## src/rtl/kbd_video_hotkeys.sv

```systemverilog
// kbd_video_hotkeys: PS/2 set-2 hotkey decoder for video colour mode and CPU speed.
// Ctrl+Alt+F11 cycles colour, Ctrl+Alt+F12 cycles speed, Ctrl+Alt+F10 restores defaults.
module kbd_video_hotkeys #(
    parameter logic [1:0] MONO_RESET  = 2'd0,
    parameter logic [1:0] SPEED_RESET = 2'd0,
    parameter logic [1:0] SPEED_MAX   = 2'd2
) (
    input  logic       clk_kb,
    input  logic       rst_n,
    input  logic       scan_valid,
    input  logic [7:0] scan_code,
    output logic [1:0] monochrome_switcher,
    output logic [1:0] cpu_speed_switcher,
    output logic       mode_changed
);

    typedef enum logic [2:0] {
        S_IDLE,
        S_EXT,
        S_BRK,
        S_EXT_BRK,
        S_PAUSE
    } state_t;

    state_t     state_q, state_d;
    logic [2:0] skip_q, skip_d;
    logic       lctrl_q, lctrl_d;
    logic       rctrl_q, rctrl_d;
    logic       lalt_q, lalt_d;
    logic       ralt_q, ralt_d;
    logic       f10_dn_q, f10_dn_d;
    logic       f11_dn_q, f11_dn_d;
    logic       f12_dn_q, f12_dn_d;
    logic [1:0] mono_q, mono_d;
    logic [1:0] speed_q, speed_d;
    logic       mc_q, mc_d;

    logic       key_ev;
    logic       key_ext;
    logic       key_mk;
    logic       bat_clr;
    logic       hot;

    // Modifiers are sampled from the registered flags, so byte N's
    // modifier update is already visible when byte N+1 arrives.
    assign hot = (lctrl_q | rctrl_q) & (lalt_q | ralt_q);

    // Byte parser: prefix tracking, Pause skipping, key event decode.
    always_comb begin
        state_d = state_q;
        skip_d  = skip_q;
        key_ev  = 1'b0;
        key_ext = 1'b0;
        key_mk  = 1'b1;
        bat_clr = 1'b0;
        if (scan_valid) begin
            case (state_q)
                S_IDLE: begin
                    case (scan_code)
                        8'hE0: state_d = S_EXT;
                        8'hF0: state_d = S_BRK;
                        8'hE1: begin
                            state_d = S_PAUSE;
                            skip_d  = 3'd7;
                        end
                        8'hAA: bat_clr = 1'b1;
                        8'hFA, 8'hFE, 8'hEE, 8'h00, 8'hFF: ;
                        default: key_ev = 1'b1;
                    endcase
                end
                S_EXT: begin
                    if (scan_code == 8'hF0) begin
                        state_d = S_EXT_BRK;
                    end else begin
                        key_ev  = 1'b1;
                        key_ext = 1'b1;
                        state_d = S_IDLE;
                    end
                end
                S_BRK: begin
                    key_ev  = 1'b1;
                    key_mk  = 1'b0;
                    state_d = S_IDLE;
                end
                S_EXT_BRK: begin
                    key_ev  = 1'b1;
                    key_ext = 1'b1;
                    key_mk  = 1'b0;
                    state_d = S_IDLE;
                end
                S_PAUSE: begin
                    skip_d = skip_q - 3'd1;
                    // Guard against a zero count so PAUSE can never stick.
                    if (skip_q <= 3'd1) begin
                        skip_d  = 3'd0;
                        state_d = S_IDLE;
                    end
                end
                default: state_d = S_IDLE;
            endcase
        end
    end

    // Modifier/held flags and hotkey actions.
    always_comb begin
        lctrl_d  = lctrl_q;
        rctrl_d  = rctrl_q;
        lalt_d   = lalt_q;
        ralt_d   = ralt_q;
        f10_dn_d = f10_dn_q;
        f11_dn_d = f11_dn_q;
        f12_dn_d = f12_dn_q;
        mono_d   = mono_q;
        speed_d  = speed_q;
        if (bat_clr) begin
            lctrl_d  = 1'b0;
            rctrl_d  = 1'b0;
            lalt_d   = 1'b0;
            ralt_d   = 1'b0;
            f10_dn_d = 1'b0;
            f11_dn_d = 1'b0;
            f12_dn_d = 1'b0;
        end else if (key_ev) begin
            case (scan_code)
                8'h14: begin
                    if (key_ext) rctrl_d = key_mk;
                    else         lctrl_d = key_mk;
                end
                8'h11: begin
                    if (key_ext) ralt_d = key_mk;
                    else         lalt_d = key_mk;
                end
                8'h09: begin
                    if (!key_ext) begin
                        f10_dn_d = key_mk;
                        if (key_mk && hot && !f10_dn_q) begin
                            mono_d  = MONO_RESET;
                            speed_d = SPEED_RESET;
                        end
                    end
                end
                8'h78: begin
                    if (!key_ext) begin
                        f11_dn_d = key_mk;
                        if (key_mk && hot && !f11_dn_q)
                            mono_d = mono_q + 2'd1;
                    end
                end
                8'h07: begin
                    if (!key_ext) begin
                        f12_dn_d = key_mk;
                        if (key_mk && hot && !f12_dn_q)
                            speed_d = (speed_q >= SPEED_MAX) ? 2'd0
                                                             : speed_q + 2'd1;
                    end
                end
                default: ;
            endcase
        end
        mc_d = (mono_d != mono_q) || (speed_d != speed_q);
    end

    // State and output registers.
    always_ff @(posedge clk_kb or negedge rst_n) begin
        if (!rst_n) begin
            state_q  <= S_IDLE;
            skip_q   <= 3'd0;
            lctrl_q  <= 1'b0;
            rctrl_q  <= 1'b0;
            lalt_q   <= 1'b0;
            ralt_q   <= 1'b0;
            f10_dn_q <= 1'b0;
            f11_dn_q <= 1'b0;
            f12_dn_q <= 1'b0;
            mono_q   <= MONO_RESET;
            speed_q  <= SPEED_RESET;
            mc_q     <= 1'b0;
        end else begin
            state_q  <= state_d;
            skip_q   <= skip_d;
            lctrl_q  <= lctrl_d;
            rctrl_q  <= rctrl_d;
            lalt_q   <= lalt_d;
            ralt_q   <= ralt_d;
            f10_dn_q <= f10_dn_d;
            f11_dn_q <= f11_dn_d;
            f12_dn_q <= f12_dn_d;
            mono_q   <= mono_d;
            speed_q  <= speed_d;
            mc_q     <= mc_d;
        end
    end

    assign monochrome_switcher = mono_q;
    assign cpu_speed_switcher  = speed_q;
    assign mode_changed        = mc_q;

endmodule

```

## config.mk

```make
export PLATFORM = sky130hd
export DESIGN_NAME = kbd_video_hotkeys
export DESIGN_NICKNAME = d
export VERILOG_FILES = /design/src/rtl/kbd_video_hotkeys.sv
export SDC_FILE = /design/constraint.sdc
export NUM_CORES = 1
export LEC_CHECK = 0
export CORE_MARGIN = 2
export CORE_UTILIZATION = 35
export DETAILED_ROUTE_END_ITERATION = 10
export PLACE_DENSITY = 0.57
export REMOVE_ABC_BUFFERS = 1
export SYNTH_ARGS = -nofsm -noshare
export SYNTH_HDL_FRONTEND = slang
export SYNTH_SLANG_ARGS = --single-unit
```

## constraint.sdc

```tcl
create_clock -name clk_kb -period 2.2 [get_ports clk_kb]
set_input_delay 0.44 -clock clk_kb [delete_from_list [all_inputs] [get_ports clk_kb]]
set_output_delay 0.44 -clock clk_kb [all_outputs]
set_load 0.005 [all_outputs]
```

==> results.json, run 1 <==
{
  "syn_inst": 162,
  "hold_violations": 0,
  "drc": 0,
  "synth-main-ff-cell": "dfrtp_1",
  "peakVddDrop_mv": 0.3776,
  "ys_warn_count": 0,
  "die_area_mm2": 0.004610,
  "p_per_area_mw_per_mm2": 562.1,
  "grt_antenna_before_repair": 0,
  "synth_top_cell_by_area": "dfrtp_1",
  "first_pass_iters": 4,
  "yosys.area_share.simple_pct": 32.75,
  "r2r-end": "lctrl_q",
  "power_mw": 1.110,
  "cts_setup_buffers": 0,
  "clockBufferDepth": 2,
  "clk_latency_ns": 0.26,
  "synth_top_area_share_pct": 31.52,
  "synth.area.mux_share_pct": 1.401,
  "final_layout_size_suffix_gt1_share_pct": 30.81,
  "globalplace.congestion": 0.8706,
  "design.portCount": 16,
  "cp.required_ns": 2.34,
  "start_util_pct": 35.98,
  "timing.critical_path.to_type": "flip-flop",
  "avgSynthCellArea_um2": 8.820,
  "synth.most_common_cell": "dfrtp_1",
  "finalCriticalPeriod_ns": 2.168,
  "synthTopCellsByArea": "dfrtp_1, nand3_1, nor3_1",
  "max_slew.worst_pin.slew_ns": 0.3856,
  "cp-start-kind": "input pin",
  "vias": 1528,
  "outcome": "finished clean",
  "insertedDiodeCount": 0,
  "synthDistinctLibCells": 54,
  "cts-buffers-inserted": 3,
  "critical_path_class": "in -> reg",
  "ys_top_cells_by_count": "dfrtp_1, nand3_1, nand2_1, nor2_1, nor3_1",
  "maxCapViolCount": 0,
  "ys_async_sr_fraction_pct": 100.0,
  "p_leak_nw": 0.8098,
  "first_global_vias": 1552,
  "path_clk_slew_ns": 0.07,
  "ys_seq_elements": 18,
  "ys_seq_area_share_pct": 31.52,
  "r2r_slack_ns": 0.25,
  "grt_pass1_wl_um": 7307,
  "r2r-start": "state_q[2]",
  "critPathMaxFanout": 5,
  "rr_worst_depth": 5,
  "routedWlPerCell_um": 16.54,
  "grt_usage_pct": 20.87,
  "fin_hold_ws_ns": 0.5058,
  "hold_path.class": "in -> async",
  "final_util_pct": 49.72,
  "tns_ns": 0,
  "htree_levels": 1,
  "fill_cells": 386,
  "num_rows": 23,
  "syn_area_mm2": 0.001429,
  "clock-sinks": 18,
  "gr-total-overflow": 0,
  "synth_compound_area_share_pct": 27.32,
  "rsz0062_at_grt": "false",
  "synth_fa_ha_area_share_pct": 0.8757,
  "multi_input_area_um2": 952.2,
  "setup_viol": 0,
  "max_freq_mhz": 461.2,
  "skew_ns": 0.005402,
  "cts_tree": "yes",
  "grt_max_degree": 19,
  "fin_nets": 224,
  "synth_top_family_by_area": "simple AND/OR/NAND/NOR gates",
  "regArea_um2": 450.4,
  "via_per_inst": 5.854,
  "die_w_um": 67.90,
  "ctsHoldBuffers": 0,
  "place_hpwl_um": 3415,
  "post-route-period-util_pct": 98.57,
  "relSlewSlack_pct": 74.01,
  "synth_xor_area_share_pct": 0,
  "io_buffers": 15,
  "drv_slew": 0,
  "syn_to_final_growth_pct": 38.18,
  "critPathArrivalTime_ns": 2.31,
  "drt_iter0_markers": 86,
  "finalWirelength_um": 4316,
  "die_h_um": 67.90,
  "drtAntennaViolNets": 0,
  "clockRootBuffer": "clkbuf_8",
  "synth_edf_count": 0,
  "core_mm2": 0.003971
}
[repair_timing]
item / CTS / global route
setup endpoints to repair: 1 / 4
pin swaps: 2 / 2
gates cloned: 0 / 0
gates resized for setup: 7 / 8
[worst max path at each step]
stage	from	to	slack, ns	depth (start not counted)
3_5_place_dp	scan_code[4]	lctrl_q	-0.31	6
3_3_place_gp	scan_code[0]	lctrl_q	-0.27	6
2_1_floorplan	state_q[1]	lctrl_q	0.17	5
4_1_cts	scan_code[1]	lctrl_q	0.02	7
6_report	scan_valid	lctrl_q	0.03	6
5_1_grt	scan_code[3]	f11_dn_q	0.008	8
[cell families (layout without fill, tap and decap cells)]
| family | Yosys count | after routing |
|---|---|---|
| flops | 18 | 18 |
| buf+inv | 14 | 63 |
| mux | 2 | 2 |
| compound gates | 48 | 48 |
| simple gates | 79 | 79 |
| fa+ha+maj | 1 | 1 |
[area by class of cell]
class	instances	share of cell area (%)
multi-input combinational	130	48.23
sequential	18	22.81
timing repair buffer	52	21.67
tap	50	3.169
clock buffer	4	2.788
inverter	7	1.331
[worst max-delay path, stage by stage]
cell	delay, ns
clkdlybuf4s50_1	0.49
or4b_4	0.52
or4_4	0.53
nand3_2	0.09
o311a_1	0.16
o21ai_1	0.08
[report_power, final]
part	total, mW	internal [mW]	switching (mW)	leakage, nW
combinational	0.447	0.216	0.231	0.549
sequential	0.384	0.360	0.0238	0.232
clock	0.279	0.159	0.120	0.0288
[registers in the layout (all words and copies together) (netlist names)]
name / flops
skip_q: 3
state_q: 3
cpu_speed_switcher: 2
monochrome_switcher: 2
f10_dn_q: 1
f11_dn_q: 1
f12_dn_q: 1
lalt_q: 1
lctrl_q: 1
mode_changed: 1
ralt_q: 1
rctrl_q: 1
[metal layers]
metal | track usage [%] | share of wire, %
met1 | 25.38 | 44
met2 | 38.60 | 53
met3 | 3.454 | 2.4
met4 | 4.250 | 0.79
met5 | 0 | 0
[per-stage QoR]
stage	area [um^2]	instances	setup slack (ns)
final	1974	261	0.03151
after global routing	1974	261	0.007639
after CTS	1937	261	0.02223
after detailed placement	1858	257	-0.3127
after global placement	1858	257	-0.2728
after floorplan	1368	155	0.1668
[cell usage in the layout, fill, tap and decap left out, types with 2 or more instances in the layout]
cell,instances
and3_1,3
nand3b_1,2
buf_4,37
a21oi_1,7
nand2_1,11
or4_4,2
mux2i_1,2
nor2_1,10
o211ai_1,4
nor2b_1,3
clkdlybuf4s50_1,12
nand4b_1,3
nand3_1,12
a311oi_1,2
nor3_1,9
nand4_1,5
a31oi_1,4
dfrtp_1,18
a41oi_1,2
clkbuf_8,4
or4_1,2
dlygate4sd2_1,2
o41ai_2,2
and2b_2,2
o21ai_0,6
inv_1,7
a211oi_1,3
a211oi_2,2
nand2b_1,3
Power figures use the tool's default switching activity.
==> run 2: changes to the inputs <==
--- a/config.mk
+++ b/config.mk
@@ -7,6 +7,7 @@
 export LEC_CHECK = 0
 export CORE_MARGIN = 2
 export CORE_UTILIZATION = 35
+export CTS_BUF_LIST = sky130_fd_sc_hd__clkbuf_4
 export DETAILED_ROUTE_END_ITERATION = 10
 export PLACE_DENSITY = 0.57
 export REMOVE_ABC_BUFFERS = 1
==> results.json, run 2 (synthesized netlist as in run 1, its figures left out) <==
{
  "outcome": "finished clean",
  "p_per_area_mw_per_mm2": 529.5,
  "switching_share_pct": 36.64,
  "clock-sinks": 18,
  "syn_to_final_growth_pct": 33.36,
  "setup_viol": 0,
  "vias": 1541,
  "clockBufferDepth": 2,
  "die_w_um": 67.90,
  "grt_usage_pct": 21.21,
  "multi_input_area_um2": 907.1,
  "hold_path.class": "in -> async",
  "critical_path_class": "in -> reg",
  "first_pass_iters": 4,
  "power.internal_mw": 0.6394,
  "io_buffers": 15,
  "max_freq_mhz": 455.1,
  "routedWlPerCell_um": 16.66,
  "finalWirelength_um": 4348,
  "timing.critical_path.to_type": "flip-flop",
  "drc": 0,
  "cp-start-kind": "input pin",
  "gr-total-overflow": 0,
  "critPathArrivalTime_ns": 2.42,
  "clkPwrFrac_pct": 18.5,
  "grt_pass1_wl_um": 7396,
  "cp.required_ns": 2.42,
  "reg.largest.list": "skip_q x3, state_q x3",
  "fin_nets": 224,
  "peakVddDrop_mv": 0.3743,
  "grt_max_degree": 19,
  "tns_ns": 0,
  "mostFrequentLayoutCells": "buf_4, dfrtp_1, clkdlybuf4s50_1",
  "num_rows": 23,
  "maxCapViolCount": 0,
  "clockRootBuffer": "clkbuf_4",
  "power_mw": 1.009,
  "via_per_inst": 5.904,
  "die_area_mm2": 0.004610,
  "drt_iter0_markers": 62,
  "hold_violations": 0,
  "grt_antenna_before_repair": 0,
  "drv_slew": 0,
  "critPathMaxStageDelay_ns": 0.50,
  "relSlewSlack_pct": 66.00,
  "fill_cells": 392,
  "skew_ns": 0.01023,
  "htree_levels": 1,
  "final_cell_count_no_fill": 261,
  "drtAntennaViolNets": 0,
  "ctsHoldBuffers": 0,
  "die_h_um": 67.90,
  "place_ws_ns": -0.3127,
  "final_layout_size_suffix_gt1_share_pct": 28.91,
  "rsz0062_at_grt": "true",
  "seq_power_share_pct": 38.0,
  "clk_latency_ns": 0.31,
  "max_slew.worst_pin.slew_ns": 0.5069,
  "cts-buffers-inserted": 3,
  "start_util_pct": 35.98,
  "final_util_pct": 47.98,
  "path_clk_slew_ns": 0.12,
  "design.portCount": 16,
  "p_switching_mw": 0.3697,
  "core_mm2": 0.003971,
  "layout_commonest_cell": "buf_4",
  "slowest_stage": "clkdlybuf4s50_1",
  "first_global_vias": 1567,
  "finalCriticalPeriod_ns": 2.197,
  "p_comb_share_pct": 43.5,
  "place_hpwl_um": 3415,
  "p_leak_nw": 0.7983,
  "cts_tree": "yes",
  "globalplace.congestion": 0.8706,
  "layout_setup_ws_ns": 0.002766,
  "regArea_um2": 450.4,
  "crit_chain": "clkdlybuf4s50_1 -> or3_4 -> a211oi_1 -> nor4_2 -> o311a_1 -> o21ai_0",
  "insertedDiodeCount": 0,
  "cts_setup_buffers": 0,
  "critPathMaxFanout": 6,
  "dp.cells": 257,
  "post-route-period-util_pct": 99.87
}
[run 2: changes by cell type in the layout (fill, tap and decap cells not counted), sizes merged]
cell           previous run  this run
dlygate4sd2               2         0
clkbuf                    4         3
clkinv                    0         1
clkdlybuf4s50            12        13
dlymetal6s2s              1         2
[run 2: stage by stage]
stage / instance area (um^2) / hold slack [ns]
after floorplan: 1368 / 0.1444
after CTS: 1884 / 0.4476
after detailed placement: 1858 / 0.5198
final: 1906 / 0.4412
after global routing: 1906 / 0.4686
after global placement: 1858 / 0.4959
[run 2: path summary, 6_finish.rpt]
| check | cells after the start | start | slack (ns) | end |
|---|---|---|---|---|
| min | 2 | rst_n | 0.44 | mode_changed |
| max | 6 | scan_code[2] | 0.003 | lctrl_q |
| max reg2reg | 5 | state_q[2] | 0.19 | lctrl_q |
| min in group clk_kb | 1 | skip_q[0] | 0.54 | skip_q[0] |
| min reg2reg | 1 | skip_q[0] | 0.54 | skip_q[0] |
| max in group asynchronous | 2 | rst_n | 1.54 | state_q[2] |
[run 2: power groups by stage]
stage               logic, mW  clock network (mW)  registers [mW]
CTS                     0.429               0.189           0.383
global placement        0.413                   0           0.388
finish                  0.439               0.187           0.383
detailed placement      0.427                   0           0.389
global route            0.479               0.203           0.388
floorplan               0.210                   0           0.397
[run 2: worst max-delay path, delay by kind of cell]
family | cells | cell delay (ns)
simple gates | 2 | 0.60
buf+inv | 1 | 0.50
compound gates | 3 | 0.89
[run 2: routing by layer]
| layer | part of all wire [%] | wire length, um | GRT usage, % | vias up |
|---|---|---|---|---|
| met5 | 0 | 0 | 0 | - |
| met4 | 0.97 | 42 | 5.000 | 0 |
| met3 | 4.6 | 201 | 3.618 | 4 |
| met2 | 51 | 2236 | 39.22 | 35 |
| met1 | 43 | 1868 | 25.48 | 764 |
| li1 | - | - | - | 738 |
[run 2: final cells by class]
cell class,instances,share of cell area [%]
Clock buffer,3,1.182
Timing Repair Buffer,52,22.72
Tap cell,50,3.283
Inverter,7,1.379
Sequential cell,18,23.64
Clock inverter,1,0.1970
Multi-Input combinational cell,130,47.60
[run 2: what timing repair did]
item,in CTS,in global routing
endpoints found under the hold margin,0,0
endpoints found under the setup margin,0,4
resized for setup,0,6
